--- src/rtl/fp16_pkg.sv ---
// rtl/fp16_pkg.sv - FP16 type, constants and ordering helpers shared by datapath blocks
package fp16_pkg;

  typedef logic [15:0] fp16_t;

  localparam fp16_t FP16_POS_ZERO = 16'h0000;
  localparam fp16_t FP16_NEG_ZERO = 16'h8000;
  localparam fp16_t FP16_ONE      = 16'h3C00;
  localparam fp16_t FP16_POS_INF  = 16'h7C00;
  localparam fp16_t FP16_NEG_INF  = 16'hFC00;
  localparam fp16_t FP16_QNAN     = 16'h7E00;

  function automatic logic fp16_is_nan(input fp16_t a);
    return (a[14:10] == 5'h1F) && (a[9:0] != 10'h000);
  endfunction

  // Strict a > b; NaN sits below -Inf, all NaNs equal, +0 equals -0.
  function automatic logic fp16_gt(input fp16_t a, input fp16_t b);
    logic        gt;
    logic [14:0] a_mag;
    logic [14:0] b_mag;
    a_mag = a[14:0];
    b_mag = b[14:0];
    if (fp16_is_nan(a)) begin
      gt = 1'b0;
    end else if (fp16_is_nan(b)) begin
      gt = 1'b1;
    end else if ((a_mag == 15'd0) && (b_mag == 15'd0)) begin
      gt = 1'b0;
    end else if (a[15] != b[15]) begin
      gt = b[15];
    end else if (!a[15]) begin
      gt = (a_mag > b_mag);
    end else begin
      gt = (a_mag < b_mag);
    end
    return gt;
  endfunction

endpackage

--- src/rtl/fp16_max_select.sv ---
// rtl/fp16_max_select.sv - two-input FP16 max with index carry, left operand wins ties
module fp16_max_select
  import fp16_pkg::*;
#(
  parameter int IDX_W = 2
) (
  input  logic [15:0]      a_value,
  input  logic [IDX_W-1:0] a_index,
  input  logic [15:0]      b_value,
  input  logic [IDX_W-1:0] b_index,
  output logic [15:0]      out_value,
  output logic [IDX_W-1:0] out_index
);

  always_comb begin
    out_value = a_value;
    out_index = a_index;
    if (fp16_gt(b_value, a_value)) begin
      out_value = b_value;
      out_index = b_index;
    end
  end

endmodule

--- src/rtl/one_hot_encoder.sv ---
// rtl/one_hot_encoder.sv - registered FP16 argmax over N scores, one-hot result with valid
module one_hot_encoder
  import fp16_pkg::*;
#(
  parameter int N = 4
) (
  input  logic         clk,
  input  logic         rst_n,
  input  logic         in_valid,
  input  logic [15:0]  inputs [0:N-1],
  output logic         out_valid,
  output logic [N-1:0] outputs
);

  localparam int LEVELS = (N > 1) ? $clog2(N) : 0;
  localparam int LEAVES = 1 << LEVELS;
  localparam int IDX_W  = (N > 1) ? $clog2(N) : 1;

  // Heap-ordered tree: node k reduces children 2k+1 (left) and 2k+2 (right); root is node 0.
  fp16_t            node_value [0:2*LEAVES-2];
  logic [IDX_W-1:0] node_index [0:2*LEAVES-2];

  genvar g;
  generate
    for (g = 0; g < LEAVES; g++) begin : g_leaf
      if (g < N) begin : g_real
        assign node_value[LEAVES-1+g] = inputs[g];
      end else begin : g_pad
        // Padding sits right of every real input and ranks lowest, so it never wins.
        assign node_value[LEAVES-1+g] = FP16_QNAN;
      end
      assign node_index[LEAVES-1+g] = IDX_W'(g);
    end

    for (g = 0; g < LEAVES-1; g++) begin : g_node
      fp16_max_select #(.IDX_W(IDX_W)) u_sel (
        .a_value   (node_value[2*g+1]),
        .a_index   (node_index[2*g+1]),
        .b_value   (node_value[2*g+2]),
        .b_index   (node_index[2*g+2]),
        .out_value (node_value[g]),
        .out_index (node_index[g])
      );
    end
  endgenerate

  logic         out_valid_d, out_valid_q;
  logic [N-1:0] outputs_d, outputs_q;

  always_comb begin
    out_valid_d = in_valid;
    outputs_d   = outputs_q;
    if (in_valid) begin
      for (int i = 0; i < N; i++) begin
        outputs_d[i] = (node_index[0] == IDX_W'(i));
      end
    end
  end

  always_ff @(posedge clk or negedge rst_n) begin
    if (!rst_n) begin
      out_valid_q <= 1'b0;
      outputs_q   <= '0;
    end else begin
      out_valid_q <= out_valid_d;
      outputs_q   <= outputs_d;
    end
  end

  assign out_valid = out_valid_q;
  assign outputs   = outputs_q;

endmodule

--- config.mk ---
export PLATFORM = sky130hd
export DESIGN_NAME = one_hot_encoder
export DESIGN_NICKNAME = d
export VERILOG_FILES = /design/src/rtl/fp16_pkg.sv /design/src/rtl/fp16_max_select.sv /design/src/rtl/one_hot_encoder.sv
export SDC_FILE = /design/constraint.sdc
export NUM_CORES = 1
export LEC_CHECK = 0
export BUFFER_PORTS_ARGS = -buffer_cell sky130_fd_sc_hd__buf_4
export CAP_MARGIN = 20
export CELL_PAD_IN_SITES_DETAIL_PLACEMENT = 1
export CELL_PAD_IN_SITES_GLOBAL_PLACEMENT = 1
export CORE_AREA = 2 2 85 87
export CTS_CLUSTER_DIAMETER = 50
export CTS_CLUSTER_SIZE = 30
export DETAILED_ROUTE_END_ITERATION = 6
export DIE_AREA = 0 0 87 89
export GPL_TIMING_DRIVEN = 1
export PLACE_DENSITY_LB_ADDON = 0.1
export REMOVE_ABC_BUFFERS = 1
export SLEW_MARGIN = 10
export SYNTH_ARGS = -nofsm -noshare
export SYNTH_HDL_FRONTEND = slang
export SYNTH_SLANG_ARGS = --single-unit
--- constraint.sdc ---
create_clock -name clk -period 0.8 [get_ports clk]
set_input_delay 0.08 -clock clk [delete_from_list [all_inputs] [get_ports clk]]
set_output_delay 0.08 -clock clk [all_outputs]
set_load 0.02 [all_outputs]
==> flow_summary.toml, run 1 <==
[status]
status = "finished with violations"
violations = "negative setup slack"

[synth]
ys_seq_area_share_pct = 5.679
ys.flop_type = "dfrtp_1"
synthArstFlopShare_pct = 100.0
syn_area_mm2 = 0.002203
syn_inst = 304
synth.avg_cell_area_um2 = 7.248
synth_seq_cells = 5
synth_cell_type_count = 53
synth-edff-count = 0
ys_warn_count = 0

[detailed_routing]
drc = 0
dr_wl_met2_um = 6240
wl_um = 12160
first_iter_violations = 113
routed-wl-met3_um = 577
post_drt_wl_per_cell_um = 20.57
viasPerCell = 5.702
dr_total_vias = 3370
top_layer = "met4"
dr.pass1.iters = 4
wl_met1_um = 4855
ant_nets = 0

[clocking]
root_buffer = "clkbuf_8"
cts.sinks = 5
worstSkewPairLatency_ns = 0.23
cts.path.max_buffers = 2
clk_pin_slew_ns = 0.04
cts_made_buffers = 3
cts_tree = "built"
cts_max_level = 1

[finish]
finish.instance_area_mm2 = 0.004199
fillers = 846
layout_common_cells = "buf_4, ha_1, inv_1, nand2_1"
layout.nets = 624
layout_commonest_cell = "buf_4"
diodes = 0
drive_above_1_share_pct = 51.47
area.growth.synth_to_final_pct = 90.57

[global_routing]
grt_max_degree = 11
grt_pass1_wl_um = 17130
antenna_found_initial = 0
grt_overflow = 0
first_global_vias = 3520
grtUsageTotal_pct = 28.42

[placed_design]
gp_congestion = 0.8568
place_hpwl_um = 8252
placedInstanceArea_mm2 = 0.003761
portBuffers = 71

[power]
total_leakage_power_uw = 0.002154
ir_drop_mv = 1.186
power_density_mw_per_mm2 = 969.7
p_total_uw = 4072

[hold_path]
min_path_type = "input port to flop"

[sta]
skew_ns = 0
finalHoldViolCount = 0
setup_slack_ns = -2.894
grt_setup_unrepaired = "yes"
hold_ws_ns = 0.02785
post-route-period-util_pct = 461.8
post-route-min-period_ns = 3.694
slew_headroom_pct = 71.85
finalSetupViolCount = 9
worstMarginPinSlew_ns = 0.4199
fin_tns_setup_ns = -11.64
fmax_ghz = 0.2707
slew_violations = 0

[floorplanning]
die_h_um = 89
core_mm2 = 0.006719
die-area_mm2 = 0.007743
initial_core_util_pct = 32.79
rows = 30
die_w_um = 87
io_pins = 72

[critical_path]
cp.required_ns = 0.91
crit_path_start_kind = "input port"
crit_path_end_kind = "flop"
timing_worst_setup_path_type = "input port to flop"
cp_max_fo = 6
cp.arrival_ns = 3.80

[flow_run]
cap_violations = 0
## layer usage
layer  track usage (%)  up-vias
li1                  -     1577
met1             33.61     1624
met2             54.13      127
met3             3.047       42
met4             7.670        0
met5                 0        -
## worst max-delay path, stage by stage
cell       delay, ns
buf_4           0.10
inv_1           0.07
ha_4            0.28
nand4_1         0.15
a21oi_1         0.28
buf_4           0.18
o31ai_2         0.08
nand2_1         0.14
nand2_4         0.08
a21oi_4         0.24
buf_4           0.22
mux2i_1         0.22
ha_1            0.28
o21ai_0         0.31
a21oi_1         0.07
or3_1           0.34
a21oi_2         0.17
o22a_1          0.20
o32a_1          0.20
o2bb2ai_1       0.10
## cells by family after synthesis
kind of cell	count (synthesis)	share of synthesized area, %
and+or+nand+nor	112	28.28
AOI/OAI and AO/OA	87	26.18
adders and majority gates	45	25.55
buffers and inverters	38	6.474
muxes	17	7.836
DFF	5	5.679
## final timing paths
| kind | start | slack, ns | cells past startpoint | endpoint |
|---|---|---|---|---|
| worst max-delay path | inputs[53] | -2.89 | 20 | outputs[3] |
| worst min-delay path | in_valid | 0.03 | 1 | out_valid |
| worst max register to register | outputs[0] | -0.03 | 2 | outputs[0] |
| worst min register to register | outputs[1] | 0.63 | 2 | outputs[1] |
| max in group asynchronous | rst_n | 0.48 | 2 | outputs[0] |
| min in group asynchronous | rst_n | 0.19 | 2 | outputs[2] |
## synth_stat cells (2+ instances only)
| cell | count | area [um2] |
|---|---|---|
| o22a_1 | 2 | 17.52 |
| and3_1 | 4 | 25.02 |
| o2bb2ai_1 | 2 | 17.52 |
| nand4b_1 | 2 | 17.52 |
| o31ai_1 | 2 | 15.01 |
| and2_1 | 3 | 18.77 |
| a21oi_2 | 2 | 17.52 |
| clkbuf_1 | 5 | 18.77 |
| a22oi_1 | 3 | 22.52 |
| nand3_1 | 9 | 45.04 |
| nor3_1 | 6 | 30.03 |
| o21a_1 | 2 | 15.01 |
| or4_4 | 3 | 33.78 |
| a21oi_1 | 25 | 125.1 |
| o21ai_1 | 16 | 80.08 |
| a211oi_1 | 3 | 22.52 |
| mux2i_1 | 15 | 150.1 |
| nand2_1 | 28 | 105.1 |
| a31oi_1 | 3 | 18.77 |
| and4_1 | 4 | 35.03 |
| nand4_1 | 12 | 75.07 |
| dfrtp_1 | 5 | 125.1 |
| nand3b_1 | 2 | 15.01 |
| ha_1 | 45 | 563.0 |
| a21o_1 | 4 | 30.03 |
| nor2_1 | 22 | 82.58 |
| inv_1 | 33 | 123.9 |
| o21ai_0 | 9 | 45.04 |
| nor4_1 | 9 | 56.30 |
## through the flow
stage	utilization [%]	setup WS, ns	cells
after floorplan	-	-3.081	299
after global placement	55.98	-2.874	574
after detailed placement	55.98	-3.027	574
after CTS	61.01	-2.597	584
after global routing	62.50	-3.001	591
final	62.50	-2.894	591
## power by group
| group | internal, uW | total [uW] | leakage [uW] | switching, uW |
|---|---|---|---|---|
| sequential | 300 | 345 | 0.0000627 | 45.7 |
| clock | 346 | 510 | 0.0000228 | 165 |
| combinational | 1650 | 3220 | 0.00207 | 1560 |
| total | 2300 | 4070 | 0.00215 | 1770 |
## final cells by class
type | instances | area (um2) | share of cell area (%)
clock buffers | 4 | 45.04 | 1.073
inverters | 33 | 126.4 | 3.010
multi-input cells | 261 | 2192 | 52.20
flip-flops and latches | 5 | 125.1 | 2.980
well taps | 80 | 100.1 | 2.384
repair buffers | 208 | 1610 | 38.35
## sequential cells by signal, summed over array words and instances, names as in the netlist
register	cells
out_valid	1
outputs	4
## what timing repair did
action / in CTS / in global routing
gates cloned: 0 / 0
hold buffers: 1 / 0
setup endpoints to repair: 9 / 9
hold endpoints to repair: 5 / 0
setup buffers: 5 / 7
pin swaps: 21 / 10
gates resized for setup: 49 / 11
Power figures use the tool's default switching activity.
==> run 2: changes to the inputs <==
==> constraint.sdc (replaced) <==
create_clock -name clk -period 0.8 [get_ports clk]
set_input_delay 0.04 -clock clk [delete_from_list [all_inputs] [get_ports clk]]
set_output_delay 0.04 -clock clk [all_outputs]
set_load 0.02 [all_outputs]
==> run 2 against run 1 <==
  * The flow still finishes with violations (negative setup slack)
  * Utilization grew 6.3 points
  * First-iteration DRC count grew 70%
  * Worst hold slack gained 0.12 ns
  * Critical path type unchanged
  * Clock skew did not move
  * Critical path depth unchanged
  * Non-clock buffer count grew 16
==> flow_summary.toml, run 2 (synthesis results as in run 1) <==
[status]
status = "finished with violations"
violations = "negative setup slack"

[finish]
final_core_util_pct = 68.81
fillers = 770
drive_above_1_share_pct = 59.77
largest_register_ffs = 4
layout.nets = 640
area.growth.synth_to_final_pct = 109.8
layout_commonest_cell = "buf_4"
finalNonFillerCells = 607
diodes = 0
finish.instance_area_mm2 = 0.004623
layout_common_cells = "buf_4, ha_1, inv_1, nand2_1, nor2_1"

[sta]
fin_tns_setup_ns = -11.41
hold_ws_ns = 0.1486
fmax_ghz = 0.2706
finalHoldViolCount = 0
setup_slack_ns = -2.896
slew_headroom_pct = 73.27
slew_violations = 0
post-route-period-util_pct = 461.9
grt_setup_unrepaired = "yes"
post-route-min-period_ns = 3.696
skew_ns = 0
finalSetupViolCount = 8
worstMarginPinSlew_ns = 0.3979

[critical_path]
cp.required_ns = 0.90
crit_path_max_incr_delay_ns = 0.35
cp_slowest_cell = "o21ai_0"
cp_max_fo = 6
path_cells = "buf_4 > ha_4 > buf_6 > nand4_1 > buf_4 > nor4_4 > a31oi_1 > and3_4 > nand2_4 > a21oi_4 > buf_4 > mux2i_1 > ha_1 > o21ai_0 > a21oi_2 > or3_1 > a21oi_2 > o22a_1 > o32a_1 > o2bb2ai_1"
critPathTopFamily = "compound AO/OA/AOI/OAI gates"
crit_path_start_kind = "input port"
r2r_setup_slack_ns = -0.13
crit_path_end_kind = "flop"
cp.arrival_ns = 3.80
path_buf_inv = 4
timing_worst_setup_path_type = "input port to flop"
path_common_cell = "buf_4"

[clocking]
cts.sinks = 5
clk_pin_slew_ns = 0.04
root_buffer = "clkbuf_8"
cts_tree = "built"
cts_max_level = 1
cts.path.max_buffers = 2
worstSkewPairLatency_ns = 0.22
cts_made_buffers = 3

[detailed_routing]
post_drt_wl_per_cell_um = 24.59
wl_um = 14930
viasPerCell = 6.124
drc = 0
ant_nets = 0
dr.pass1.iters = 5
first_iter_violations = 192
dr_total_vias = 3717

[floorplanning]
rows = 30
initial_core_util_pct = 32.79
io_pins = 72
die_h_um = 89
core_mm2 = 0.006719
die_w_um = 87
die-area_mm2 = 0.007743

[placed_design]
portBuffers = 71
post-place-cells = 574
placedInstanceArea_mm2 = 0.003761
gp_congestion = 0.8566
place_hpwl_um = 8392

[flow_run]
cap_violations = 0

[power]
ir_drop_mv = 1.108
power_density_mw_per_mm2 = 991.7
total_leakage_power_uw = 0.002252

[global_routing]
grt_pass1_wl_um = 18350
antenna_found_initial = 0
first_global_vias = 3796
grtUsageTotal_pct = 30.31
grt_max_degree = 11
grt_overflow = 0

[hold_path]
min_path_type = "input port to flop"
## run 2: layout make-up
type                       instances  area (um2)  share of cell area [%]
timing repair buffer             224        1763                   38.13
clock buffer                       4       45.04                  0.9743
inverter                          33       133.9                   2.896
tap                               80       100.1                   2.165
multi-input combinational        261        2456                   53.13
sequential                         5       125.1                   2.706
## run 2: worst paths after layout
check | start | endpoint | cells after the start
worst max-delay path | inputs[46] | outputs[3] | 20
worst min-delay path | in_valid | outputs[1] | 3
worst max register to register | outputs[0] | outputs[0] | 2
max in group asynchronous | rst_n | outputs[0] | 2
worst min register to register | outputs[1] | outputs[1] | 2
min in group asynchronous | rst_n | outputs[2] | 2
## run 2: timing repair
action	4_1_cts	5_1_grt
pin swaps	40	37
gates resized for setup	64	54
setup endpoints to repair	8	8
hold buffers	2	0
setup buffers	12	16
hold endpoints to repair	6	0
## run 2: power breakdown
| group | switching, uW | leakage [uW] | total, uW | internal [uW] |
|---|---|---|---|---|
| Sequential | 49.0 | 0.0000627 | 349 | 300 |
| Clock | 156 | 0.0000228 | 501 | 345 |
| Combinational | 1870 | 0.00217 | 3740 | 1870 |
| Total | 2070 | 0.00225 | 4580 | 2510 |
## run 2: worst min-delay path, delay by kind of cell
| kind | cells | cell delay, ns |
|---|---|---|
| buffers and inverters | 1 | 0.14 |
| and+or+nand+nor | 1 | 0.10 |
| AOI/OAI and AO/OA | 1 | 0.06 |
## run 2: through the flow
stage               setup slack [ns]  power [uW]
global route                  -2.955        4773
CTS                           -2.576        3784
floorplan                     -3.041        1514
global placement              -2.834        2764
finish                        -2.896        4585
detailed placement            -2.975        2888
## run 2: per-layer routing
layer,up-vias,GRT usage (%),share of wire [%]
met5,-,0,0
met4,0,10.09,5.7
met3,86,3.970,6.6
met2,248,57.53,50
met1,1776,34.84,38
li1,1607,-,-
